--- config.mk ---
export PLATFORM = sky130hd
export DESIGN_NAME = wdt_kick_gate
export DESIGN_NICKNAME = d
export VERILOG_FILES = /design/src/rtl/wdt_pkg.sv /design/src/rtl/wdt_sat_counter.sv /design/src/rtl/wdt_kick_gate.sv
export SDC_FILE = /design/constraint.sdc
export NUM_CORES = 1
export LEC_CHECK = 0
export BUFFER_PORTS_ARGS = -buffer_cell sky130_fd_sc_hd__buf_2
export CORE_AREA = 4 4 97 99
export DETAILED_ROUTE_END_ITERATION = 12
export DIE_AREA = 0 0 101 103
export HOLD_SLACK_MARGIN = 0.02
export PLACE_DENSITY = 0.61
export SLEW_MARGIN = 5
export SYNTH_ARGS = -nofsm -noshare
export SYNTH_HDL_FRONTEND = slang
export SYNTH_SLANG_ARGS = --single-unit
--- constraint.sdc ---
create_clock -name i_clk -period 2.4 [get_ports i_clk]
set_clock_uncertainty 0.2 [all_clocks]
set_input_delay 0.48 -clock i_clk [delete_from_list [all_inputs] [get_ports i_clk]]
set_output_delay 0.48 -clock i_clk [all_outputs]
set_load 0.02 [all_outputs]
--- src/rtl/wdt_pkg.sv ---
// Shared watchdog kick-gate types and key constants.
package wdt_pkg;

    typedef enum logic {
        ST_IDLE  = 1'b0,
        ST_ARMED = 1'b1
    } wdt_state_e;

    localparam int unsigned WDT_DATA_W = 16;
    localparam logic [WDT_DATA_W-1:0] WDT_KEY1 = 16'h5555;
    localparam logic [WDT_DATA_W-1:0] WDT_KEY2 = 16'hAAAA;

endpackage

--- src/rtl/wdt_sat_counter.sv ---
// Saturating up-counter with synchronous clear (clear has priority over increment).
module wdt_sat_counter #(
    parameter int unsigned W = 8
) (
    input  logic         clk,
    input  logic         rst_n,
    input  logic         inc,
    input  logic         clr,
    output logic [W-1:0] q
);

    always_ff @(posedge clk or negedge rst_n) begin
        if (!rst_n) begin
            q <= '0;
        end else if (clr) begin
            q <= '0;
        end else if (inc && (q != {W{1'b1}})) begin
            q <= q + W'(1);
        end
    end

endmodule

--- src/rtl/wdt_kick_gate.sv ---
// Key-sequence and window gate in front of the watchdog clear input.
// Violations are flagged and counted instead of producing a kick.
module wdt_kick_gate
    import wdt_pkg::*;
#(
    parameter logic [WDT_DATA_W-1:0] KEY1      = WDT_KEY1,
    parameter logic [WDT_DATA_W-1:0] KEY2      = WDT_KEY2,
    parameter int unsigned           WIN_W     = 32,
    parameter int unsigned           ARM_TMO   = 16,
    parameter int unsigned           ERR_CNT_W = 8
) (
    input  logic                  i_clk,
    input  logic                  i_rst_n,
    input  logic                  i_wr_en,
    input  logic [WDT_DATA_W-1:0] i_wr_data,
    input  logic [WIN_W-1:0]      i_win_open,
    input  logic                  i_err_clr,
    output logic                  o_clrwdt,
    output logic                  o_kick_err,
    output logic                  o_err_flag,
    output logic [ERR_CNT_W-1:0]  o_err_cnt,
    output logic                  o_win_ok,
    output logic                  o_state
);

    localparam int unsigned     ARM_W    = (ARM_TMO > 1) ? $clog2(ARM_TMO) : 1;
    localparam logic [ARM_W-1:0] ARM_LAST = ARM_W'(ARM_TMO - 1);

    wdt_state_e       state_q, state_d;
    logic [WIN_W-1:0] since_cnt;
    logic [ARM_W-1:0] arm_cnt;
    logic             kick_c, viol_c;
    logic             arm_inc_c;
    logic             clrwdt_q, kick_err_q, err_flag_q, err_flag_d;

    assign o_win_ok = (since_cnt >= i_win_open);

    // Next-state, kick/violation decode and error-flag update.
    always_comb begin
        state_d    = state_q;
        kick_c     = 1'b0;
        viol_c     = 1'b0;
        err_flag_d = err_flag_q;
        case (state_q)
            ST_IDLE: begin
                if (i_wr_en) begin
                    if (i_wr_data == KEY1) begin
                        state_d = ST_ARMED;
                    end else begin
                        viol_c = 1'b1;
                    end
                end
            end
            ST_ARMED: begin
                if (i_wr_en) begin
                    state_d = ST_IDLE;
                    if ((i_wr_data == KEY2) && o_win_ok) begin
                        kick_c = 1'b1;
                    end else begin
                        viol_c = 1'b1;
                    end
                end else if (arm_cnt == ARM_LAST) begin
                    state_d = ST_IDLE;
                    viol_c  = 1'b1;
                end
            end
            default: state_d = ST_IDLE;
        endcase
        if (viol_c) begin
            err_flag_d = 1'b1;
        end else if (i_err_clr) begin
            err_flag_d = 1'b0;
        end
    end

    // arm_cnt only runs while the sequence stays armed; any exit or re-arm zeroes it.
    assign arm_inc_c = (state_q == ST_ARMED) && (state_d == ST_ARMED);

    always_ff @(posedge i_clk or negedge i_rst_n) begin
        if (!i_rst_n) begin
            state_q    <= ST_IDLE;
            clrwdt_q   <= 1'b0;
            kick_err_q <= 1'b0;
            err_flag_q <= 1'b0;
        end else begin
            state_q    <= state_d;
            clrwdt_q   <= kick_c;
            kick_err_q <= viol_c;
            err_flag_q <= err_flag_d;
        end
    end

    wdt_sat_counter #(.W(WIN_W)) u_since_cnt (
        .clk   (i_clk),
        .rst_n (i_rst_n),
        .inc   (1'b1),
        .clr   (kick_c),
        .q     (since_cnt)
    );

    wdt_sat_counter #(.W(ARM_W)) u_arm_cnt (
        .clk   (i_clk),
        .rst_n (i_rst_n),
        .inc   (arm_inc_c),
        .clr   (!arm_inc_c),
        .q     (arm_cnt)
    );

    wdt_sat_counter #(.W(ERR_CNT_W)) u_err_cnt (
        .clk   (i_clk),
        .rst_n (i_rst_n),
        .inc   (viol_c),
        .clr   (1'b0),
        .q     (o_err_cnt)
    );

    assign o_clrwdt   = clrwdt_q;
    assign o_kick_err = kick_err_q;
    assign o_err_flag = err_flag_q;
    assign o_state    = (state_q == ST_ARMED);

endmodule

==> results of run 1 <==
## stage by stage
stage | power (mW) | std cells | hold slack (ps) | setup slack (ps) | area (um^2)
after global routing | 7.40 | 611 | 251 | -613 | 4720
after CTS | 6.54 | 612 | 237 | -523 | 4720
after global placement | 5.48 | 588 | 254 | -495 | 4220
after floorplan | 4.57 | 366 | -15.6 | -14.0 | 3380
final | 6.69 | 611 | 240 | -509 | 4720
after detailed placement | 5.58 | 588 | 257 | -545 | 4220
## state kept, by name, indices dropped and copies added, names as in the netlist
| signal | count |
|---|---|
| u_since_cnt.q | 32 |
| u_err_cnt.q | 8 |
| u_arm_cnt.q | 4 |
| o_clrwdt | 1 |
| o_err_flag | 1 |
| o_kick_err | 1 |
| o_state | 1 |
## logic make-up (layout without fill, tap and decap cells)
| group | after synthesis | in the layout | share of synthesized area [%] |
|---|---|---|---|
| AND/OR/NAND/NOR | 164 | 164 | 27.0 |
| multiplexers | 2 | 2 | 0.762 |
| XOR/XNOR | 38 | 38 | 10.1 |
| adder cells (fa/ha/maj) | 35 | 35 | 13.3 |
| buffers and inverters | 45 | 182 | 5.87 |
| AO/OA/AOI/OAI | 34 | 34 | 6.33 |
| flip-flops | 48 | 48 | 36.6 |
## layout make-up
cell class	count	share of cell area (%)
Clock inverter	2	0.821
Sequential cell	48	25.4
Multi-Input combinational cell	273	45.5
Inverter	41	3.26
Timing Repair Buffer	133	20.3
Tap cell	108	2.86
Clock buffer	6	1.75
## where the power goes
group | total, mW | internal (mW) | switching, mW
logic | 4.85 | 2.41 | 2.44
clock network | 0.628 | 0.341 | 0.287
registers | 1.21 | 1.08 | 0.127
## worst min-delay path: cells and delay by family
| kind | cells | cell delay (ps) |
|---|---|---|
| buf+inv | 2 | 130 |
| compound gates | 1 | 100 |
## what timing repair did
item	4_1_cts	5_1_grt
setup endpoints to repair	44	44
resized for setup	36	12
hold buffers	1	0
buffers inserted	12	3
cloned	4	0
endpoints found under the hold margin	20	0
pin swaps	10	5
## cells in the mapped netlist, types with 3 or more instances
master    number  area, um^2
xor2_1        16         140
nand3b_1       3        22.5
a31oi_1        3        18.8
dfrtp_1       48        1200
nand3_1       22         110
and2_1         4        25.0
ha_1          35         438
nand2b_1       3        18.8
nor4_1         4        25.0
nor3_1         6        30.0
inv_1         41         154
nor2_1        49         184
a21oi_1       14        70.1
nand4_1       15        93.8
and3_1         8        50.1
nor4bb_1       6        60.1
o21ai_0        8        40.0
and4_1         4        35.0
nand2_1       29         109
buf_6          3        33.8
xnor2_1       22         193
## per-layer routing
| layer | part of all wire, % | track usage, % | wire [um] | vias to the layer above |
|---|---|---|---|---|
| li1 | - | - | - | 1534 |
| met1 | 46 | 22.3 | 3900 | 1451 |
| met2 | 50 | 29.7 | 4230 | 46 |
| met3 | 3.3 | 2.44 | 279 | 5 |
| met4 | 0.58 | 2.97 | 49 | 0 |
| met5 | 0 | 0 | 0 | - |
## worst paths after layout
kind	start	endpoint	depth (start not counted)
worst max-delay path	u_since_cnt.q[9]$_DFFE_PN0P_	u_since_cnt.q[30]$_DFFE_PN0P_	12
worst min-delay path	i_err_clr	o_err_flag$_DFFE_PN0P_	3
worst max register to register	u_since_cnt.q[9]$_DFFE_PN0P_	u_since_cnt.q[30]$_DFFE_PN0P_	12
worst min register to register	u_arm_cnt.q[0]$_DFFE_PN0P_	u_arm_cnt.q[0]$_DFFE_PN0P_	1
max in group asynchronous	i_rst_n	o_kick_err$_DFF_PN0_	3
min in group asynchronous	i_rst_n	u_since_cnt.q[0]$_DFFE_PN0P_	2
==> results.md, run 1 <==
* Clk buf depth at 2
* Vias in the first global route at 3089
* Die X-Extent at 101 um
* Class of the worst hold path: input pin to flip-flop
* Yosys warns at 0
* Residual DRC at 0
* Share of cells above drive strength 1 at 37.0%
* Static Leak at about 2.2 nW
* Antenna-violating nets left at 0
* Critical Path AT at 2910 ps
* Die Y at around 100 um
* CP Capture Type: flip-flop
* Fin crit share at 121%
* RSZ-0062 raised after global routing: true
* Antenna cells at 0
* Pwr/cell area at 1420 nW/um^2
* CTS tree: yes
* Ys flop type: dfrtp_1
* Total Routing Usage GR at 16.8%
* Largest fanout on the critical path at 8
* Crit Path Category: flip-flop to flip-flop
* Setup TNS at -15640 ps
* Max VDD drop at 0.00111 V
* Crit path time final at 2910 ps
* # IOs at 65
* WP buf/inv at 4
* Total grt overflow at 0
* Sequential-to-total area share from yosys stat at 36.6%
* FFs w/ async S/R, synth at 100%
* Slew Limit Fails at 0
* Drt first pass iters at 4
* Cell Chain, Critical Path: ha_4 -> nand4_1 -> nor4_4 -> a32oi_2 -> a21oi_2 -> nor2_4 -> buf_4 -> nor4_4 -> buf_4 -> buf_6 -> buf_16 -> nor2_1
* Number of synthesized flops with an enable pin at 0
* Slack of the critical path at -509 ps
* Slowest cell on crit path: dfrtp_1
* Worst setup SP type: flip-flop
* Area delta synth->final at 43.9%
* Row count at 34
* Pin count of the biggest net entering global routing at 29
* Fill cells at 771
* Clk_lat worst skew at 300 ps
* CTS buffer count at 5
* #FFs+latches synth at 48
* NumNets Final at between 500 and 600
* CTS Root Cell: clkbuf_8
* Starting Density at between 30% and 40%
* Worst EP required at 2410 ps
* Synthesized cell area at 3280 um^2
* Post-DP HPWL at roughly 6300 um
* Post-synth cell types at 40
* CP top delay family: simple AND/OR/NAND/NOR gates
* Mapped Avg Cell Area at 8.97 um^2
* FF+latch area at 1200 um^2
* Max cap viols at 0
* Die area at 10400 um^2
* DRT iter0 DRCs at 95
* Failing checks: setup timing
* Worst-margin pin slew at 526 ps
* DR vias/cell at 4.97
* Most common cell after layout, fill and taps aside: buf_2
* Register-to-Register Setup Slack at -510 ps
* Net Count, Synth at roughly 450
* Syn Inst Count at 366
* Final setup violation count at 43
* Slew HR at 64.9%
* Drt wl/cell at 13.9 um
* First-pass GRT wire length at ~14000 um
* Status: finished with violations
* Final Hold Viols at 0
* Vias post-DR at 3036
* Layout Utilization at 55.2%
* Final wirelength at 8470 um
* Initial antenna violation count at 0
* Crit-path max cell delay at 440 ps
* Placeable Area at 8550 um^2
* H-tree levels at 2
* Clock slew at reported path FFs at roughly 100 ps
* Num Clock Sinks at 48
* Area of the multi-input gates at 2150 um^2
* GPL Wtd Cong at roughly 0.81
* Most frequent cells in the layout: 64 x buf_2, 53 x buf_4, 48 x dfrtp_1, 37 x nor2_1, 36 x inv_1
* Max Freq at 0.344 GHz
* Port Buf Inserts at 64
Power figures use the tool's default switching activity.
==> run 2: changes to the inputs <==
--- a/config.mk
+++ b/config.mk
@@ -6,11 +6,11 @@
 export NUM_CORES = 1
 export LEC_CHECK = 0
 export BUFFER_PORTS_ARGS = -buffer_cell sky130_fd_sc_hd__buf_2
-export CORE_AREA = 4 4 97 99
+export CORE_AREA = 4 4 87 89
 export DETAILED_ROUTE_END_ITERATION = 12
-export DIE_AREA = 0 0 101 103
+export DIE_AREA = 0 0 91 93
 export HOLD_SLACK_MARGIN = 0.02
-export PLACE_DENSITY = 0.61
+export PLACE_DENSITY = 0.74
 export SLEW_MARGIN = 5
 export SYNTH_ARGS = -nofsm -noshare
 export SYNTH_HDL_FRONTEND = slang
==> results.md, run 2 (synthesized netlist as in run 1, its figures left out) <==
* CP startpoint: u_since_cnt.q[0]$_DFFE_PN0P_ (was u_since_cnt.q[9]$_DFFE_PN0P_)
* Initial antenna violation count at 0 (unchanged)
* Pre-CTS setup slack at -479 ps (was -545 ps)
* Worst EP required at 1720 ps (was 2410 ps)
* Vias in the first global route at 3220 (was 3089)
* Final Hold Viols at 0 (unchanged)
* Net Sw Frac at 44.4% (was 42.7%)
* Fin crit share at 118% (was 121%)
* Clock power frac at 6.5% (was 9.4%)
* Critical Path AT at 2150 ps (was 2910 ps)
* Clock slew at reported path FFs at 90 ps (was 100 ps)
* Hold WS at 239 ps (was 240 ps)
* Placeable Area at 6760 um^2 (was 8550 um^2)
* Total grt overflow at 0 (unchanged)
* Worst setup SP type: flip-flop (unchanged)
* DRT iter0 DRCs at 130 (was 95)
* Design Area, Final at 4620 um^2 (was 4720 um^2)
* Clk buf depth at 2 (unchanged)
* WP buf/inv at 3 (was 4)
* Share of cells above drive strength 1 at 39.8% (was 37.0%)
* Residual DRC at 0 (unchanged)
* CP top delay family: compound AO/OA/AOI/OAI gates (was simple AND/OR/NAND/NOR gates)
* Num Clock Sinks at 48 (unchanged)
* Final setup violation count at 43 (unchanged)
* FF-to-FF path depth at 11 (was 12)
* Max cap viols at 0 (unchanged)
* Failing checks: setup timing (unchanged)
* Worst-margin pin slew at 501 ps (was 526 ps)
* WP depth at 9 (was 12)
* Static Leak at 2.15 nW (was 2.18 nW)
* Die Y at 93 um (was 103 um)
* Slew HR at 66.6% (was 64.9%)
* Slowest cell on crit path: dfrtp_1 (unchanged)
* Class of the worst hold path: input pin to flip-flop (unchanged)
* Register-to-Register Setup Slack at -310 ps (was -510 ps)
* H-tree levels at 2 (unchanged)
* Max Freq at 0.353 GHz (was 0.344 GHz)
* Hold wc startpoint: i_err_clr (unchanged)
* Die X-Extent at 91 um (was 101 um)
* Area delta synth->final at 40.6% (was 43.9%)
* Most common cell after layout, fill and taps aside: buf_2 (unchanged)
* Largest fanout on the critical path at 2 (was 8)
* Post-DP HPWL at 6270 um (was 6310 um)
* Seq pwr share at 17.0% (was 18.1%)
* Slack of the critical path at -430 ps (was -509 ps)
* Largest register FFs at 32 (unchanged)
* Pin count of the biggest net entering global routing at 29 (unchanged)
* Clk_lat worst skew at 300 ps (about the same)
* CTS buffer count at 5 (unchanged)
* NumNets Final at 585 (was 589)
* Max VDD drop at 0.00128 V (was 0.00111 V)
* Vias post-DR at 3123 (was 3036)
* Most frequent cells in the layout: 63 x buf_2, 51 x buf_4, 48 x dfrtp_1, 36 x inv_1, 29 x ha_1 (was 64 x buf_2, 53 x buf_4, 48 x dfrtp_1, 37 x nor2_1, 36 x inv_1)
* Crit Path Category: flip-flop to primary output (was flip-flop to flip-flop)
* Drt wl/cell at 15.1 um (was 13.9 um)
* Fill cells at 521 (was 771)
* GPL Wtd Cong at 0.910 (was 0.814)
* DR vias/cell at 5.40 (was 4.97)
* Antenna cells at 0 (unchanged)
* First-pass GRT wire length at 14100 um (about the same)
* Total Routing Usage GR at 20.1% (was 16.8%)
* Final wirelength at 8740 um (was 8470 um)
* RSZ-0062 raised after global routing: true (unchanged)
* Setup TNS at -9960 ps (was -15640 ps)
* Cell Chain, Critical Path: inv_2 -> ha_4 -> nand2b_4 -> a2111o_1 -> a32oi_2 -> a21oi_2 -> nor2_2 -> inv_2 -> buf_6 (was ha_4 -> nand4_1 -> nor4_4 -> a32oi_2 -> a21oi_2 -> nor2_4 -> buf_4 -> nor4_4 -> buf_4 -> buf_6 -> buf_16 -> nor2_1)
* Die area at 8460 um^2 (was 10400 um^2)
* CTS tree: yes (unchanged)
* Switching power at 3.16 mW (was 2.86 mW)
* Hold Path Depth at 3 (unchanged)
* Drt first pass iters at 4 (unchanged)
* Slew Limit Fails at 0 (unchanged)
* Placed inst area at 4150 um^2 (was 4220 um^2)
* Crit-path most repeated cell: inv_2
* Worst r2r src: u_since_cnt.q[0]$_DFFE_PN0P_ (was u_since_cnt.q[9]$_DFFE_PN0P_)
* Largest regs: u_since_cnt.q x32, u_err_cnt.q x8, u_arm_cnt.q x4 (unchanged)
* Biggest register: u_since_cnt.q (unchanged)
* Port Buf Inserts at 64 (unchanged)
* Design internal power at 3.97 mW (was 3.83 mW)
* Starting Density at 48.6% (was 38.4%)
* CP Capture Type: primary output (was flip-flop)
* # IOs at 65 (unchanged)
* Pwr/cell area at 1540 nW/um^2 (was 1420 nW/um^2)
* Combinational Power Share at 76.5% (was 72.5%)
* Status: finished with violations (unchanged)
* Crit path time final at 2830 ps (was 2910 ps)
* Row count at 30 (was 34)
* Crit-path max cell delay at 400 ps (was 440 ps)
* CTS Root Cell: clkbuf_8 (unchanged)
* Antenna-violating nets left at 0 (unchanged)
run 2: changes by cell type in the layout (fill, tap and decap cells not counted), moves of 2 or more:
cell,delta
ha_4,-2
nor2_2,+19
buf_4,-2
nand3_2,-2
nor2_1,-20
ha_1,+2
run 2: tightest hold or removal path, delay by kind of cell:
kind,cells,cell delay [ps]
compound gates,1,90
buf+inv,2,130
run 2: final timing paths:
check,to
max,o_win_ok
min,o_err_flag$_DFFE_PN0P_
max reg2reg,u_err_cnt.q[1]$_DFFE_PN0P_
min reg2reg,u_arm_cnt.q[0]$_DFFE_PN0P_
max in group asynchronous,u_since_cnt.q[26]$_DFFE_PN0P_
min in group asynchronous,u_since_cnt.q[3]$_DFFE_PN0P_
run 2: layout make-up:
type / instances / area (um^2) / share of cell area, %
multi-input combinational: 273 / 2180 / 47.1
sequential: 48 / 1200 / 26.0
timing repair buffer: 129 / 908 / 19.7
inverter: 41 / 154 / 3.33
tap: 80 / 100 / 2.17
clock buffer: 6 / 72.6 / 1.57
clock inverter: 1 / 5.00 / 0.108
run 2: per-stage QoR:
stage               total power [mW]  cells  utilization [%]
floorplan                       4.57    366                -
global placement                5.44    557             61.5
detailed placement              5.60    557             61.5
CTS                             6.53    575             66.4
global route                    7.72    578             68.3
finish                          7.13    578             68.3
run 2: timing repair:
item                                   4_1_cts  5_1_grt
endpoints found under the hold margin       20        0
hold buffers                                 1        0
buffers inserted                             9        3
cloned                                       3        0
pin swaps                                   13        9
gates resized for setup                     48       27
setup endpoints to repair                   43       44
run 2: power groups by stage:
stage / combinational, mW / clock [mW] / sequential (mW)
floorplan: 3.28 / 0 / 1.29
global placement: 4.23 / 0 / 1.21
detailed placement: 4.38 / 0 / 1.22
CTS: 4.85 / 0.472 / 1.21
global route: 5.99 / 0.501 / 1.23
finish: 5.45 / 0.464 / 1.21
run 2: per-layer routing:
| layer | share of wire (%) | vias to the layer above | global-route usage, % |
|---|---|---|---|
| met3 | 4.4 | 12 | 3.38 |
| met5 | 0 | - | 0 |
| met4 | 1.4 | 0 | 4.65 |
| met1 | 41 | 1499 | 23.9 |
| met2 | 53 | 89 | 37.9 |
| li1 | - | 1523 | - |
==> run 3: changes to the inputs <==
--- a/config.mk
+++ b/config.mk
@@ -11,6 +11,7 @@
 export DIE_AREA = 0 0 91 93
 export HOLD_SLACK_MARGIN = 0.02
 export PLACE_DENSITY = 0.74
+export SETUP_SLACK_MARGIN = 0.1
 export SLEW_MARGIN = 5
 export SYNTH_ARGS = -nofsm -noshare
 export SYNTH_HDL_FRONTEND = slang
==> results.md, run 3 (synthesized netlist as in run 1, its figures left out) <==
* Clk_lat worst skew at 310 ps (was 300 ps)
* Final Hold Viols at 0 (unchanged)
* Num Clock Sinks at 48 (unchanged)
* Drt first pass iters at 4 (unchanged)
* Most frequent cells in the layout: 63 x buf_2, 49 x buf_4, 48 x dfrtp_1, 30 x inv_1, 27 x nand2_1 (was 63 x buf_2, 51 x buf_4, 48 x dfrtp_1, 36 x inv_1, 29 x ha_1)
* Final wirelength at 9070 um (was 8740 um)
* GPL Wtd Cong at 0.884 (was 0.910)
* Crit path time final at 2870 ps (was 2830 ps)
* Initial antenna violation count at 0 (unchanged)
* Clock slew at reported path FFs at 90 ps (about the same)
* Port Buf Inserts at 64 (unchanged)
* Crit Path Category: flip-flop to primary output (unchanged)
* DR vias/cell at 5.44 (was 5.40)
* Most common cell after layout, fill and taps aside: buf_2 (unchanged)
* Max VDD drop at 0.00102 V (was 0.00128 V)
* First-pass GRT wire length at 14900 um (was 14100 um)
* Failing checks: setup timing (unchanged)
* Setup TNS at -10840 ps (was -9960 ps)
* Pin count of the biggest net entering global routing at 32 (was 29)
* Vias in the first global route at 3331 (was 3220)
* Pwr Total at 7.16 mW (was 7.13 mW)
* Residual DRC at 0 (unchanged)
* CP Capture Type: primary output (unchanged)
* Largest regs: u_since_cnt.q x32, u_err_cnt.q x8, u_arm_cnt.q x4 (unchanged)
* Max cap viols at 0 (unchanged)
* Placed inst area at 4200 um^2 (was 4150 um^2)
* Design Area, Final at 4710 um^2 (was 4620 um^2)
* Antenna cells at 0 (unchanged)
* Static Leak at 2.17 nW (was 2.15 nW)
* Largest fanout on the critical path at 2 (unchanged)
* CTS Root Cell: clkbuf_8 (unchanged)
* Biggest register: u_since_cnt.q (unchanged)
* Drt wl/cell at 15.7 um (was 15.1 um)
* Worst setup SP type: flip-flop (unchanged)
* Fill cells at 495 (was 521)
* Final setup violation count at 44 (was 43)
* Antenna-violating nets left at 0 (unchanged)
* Max Freq at 0.349 GHz (was 0.353 GHz)
* Class of the worst hold path: input pin to flip-flop (unchanged)
* Pwr/cell area at 1520 nW/um^2 (was 1540 nW/um^2)
* Die X-Extent at 91 um (unchanged)
* Starting Density at 48.6% (unchanged)
* NumNets Final at 583 (was 585)
* Row count at 30 (unchanged)
* Post-DP HPWL at 6360 um (was 6270 um)
* RSZ-0062 raised after global routing: true (unchanged)
* H-tree levels at 2 (unchanged)
* Clk buf depth at 2 (unchanged)
* M1 WL at 3680 um (was 3600 um)
* Total grt overflow at 0 (unchanged)
* Met2 wire len at 4770 um (was 4630 um)
* Placeable Area at 6760 um^2 (unchanged)
* # IOs at 65 (unchanged)
* Worst-margin pin slew at 677 ps (was 501 ps)
* Critical Path AT at 2190 ps (was 2150 ps)
* DRT iter0 DRCs at 142 (was 130)
* Highest routed metal layer: met4 (unchanged)
* Status: finished with violations (unchanged)
* Largest register FFs at 32 (unchanged)
* Total Routing Usage GR at 21.6% (was 20.1%)
* Slack of the critical path at -466 ps (was -430 ps)
* Slew Limit Fails at 0 (unchanged)
* Slew HR at 54.9% (was 66.6%)
* Hold WS at 232 ps (was 239 ps)
* Met3 routed WL at 425 um (was 384 um)
* Die area at 8460 um^2 (unchanged)
* CTS tree: yes (unchanged)
* Worst EP required at 1720 ps (about the same)
* Share of cells above drive strength 1 at 42.3% (was 39.8%)
* Fin crit share at 119% (was 118%)
* Die Y at 93 um (unchanged)
* Vias post-DR at 3137 (was 3123)
* CTS buffer count at 5 (unchanged)
* Area delta synth->final at 43.4% (was 40.6%)
run 3: worst max-delay path, cell delays in order (launching register included):
cell	delay, ps
dfrtp_1	400
inv_2	80
ha_4	200
nand2b_4	130
a2111o_1	370
a32oi_2	270
a21oi_2	110
nor2_2	140
inv_2	50
buf_6	120
run 3: final timing paths:
check,from,to,slack [ps],depth (start not counted)
worst max-delay path,u_since_cnt.q[0]$_DFFE_PN0P_,o_win_ok,-470,9
worst max register to register,u_since_cnt.q[0]$_DFFE_PN0P_,u_err_cnt.q[1]$_DFFE_PN0P_,-340,11
min in group asynchronous,i_rst_n,u_since_cnt.q[22]$_DFFE_PN0P_,530,2
worst min-delay path,i_err_clr,o_err_flag$_DFFE_PN0P_,230,3
worst min register to register,o_err_flag$_DFFE_PN0P_,o_err_flag$_DFFE_PN0P_,290,1
max in group asynchronous,i_rst_n,u_err_cnt.q[4]$_DFFE_PN0P_,840,3
run 3: metrics by stage:
step	utilization (%)	cells	setup slack, ps
after detailed placement	62.2	558	-465
final	69.7	577	-466
after global placement	62.2	558	-475
after global routing	69.7	577	-547
after floorplan	-	366	-14.0
after CTS	66.8	574	-468
run 3: layer usage:
metal  vias to the layer above  GRT usage (%)
met5                         -              0
met4                         0           7.54
met3                        17           2.74
met2                        87           38.7
met1                      1510           26.7
li1                       1523              -
run 3: power breakdown:
group          internal, mW  total (mW)  switching (mW)
clock network         0.309       0.604           0.296
logic                  2.54        5.34            2.80
registers              1.08        1.22           0.137
run 3: final cells by class:
type | count | area (um^2) | share of cell area (%)
Clock inverter | 3 | 42.5 | 0.904
Inverter | 41 | 169 | 3.59
Multi-Input combinational cell | 273 | 2250 | 47.8
Sequential cell | 48 | 1200 | 25.5
Tap cell | 80 | 100 | 2.13
Timing Repair Buffer | 127 | 876 | 18.6
Clock buffer | 5 | 68.8 | 1.46
run 3: timing repair:
action / CTS / global route
setup buffers: 5 / 5
pin swaps: 14 / 9
setup endpoints to repair: 44 / 44
hold endpoints to repair: 9 / 0
gates cloned: 3 / 0
resized for setup: 39 / 41
hold buffers: 1 / 0
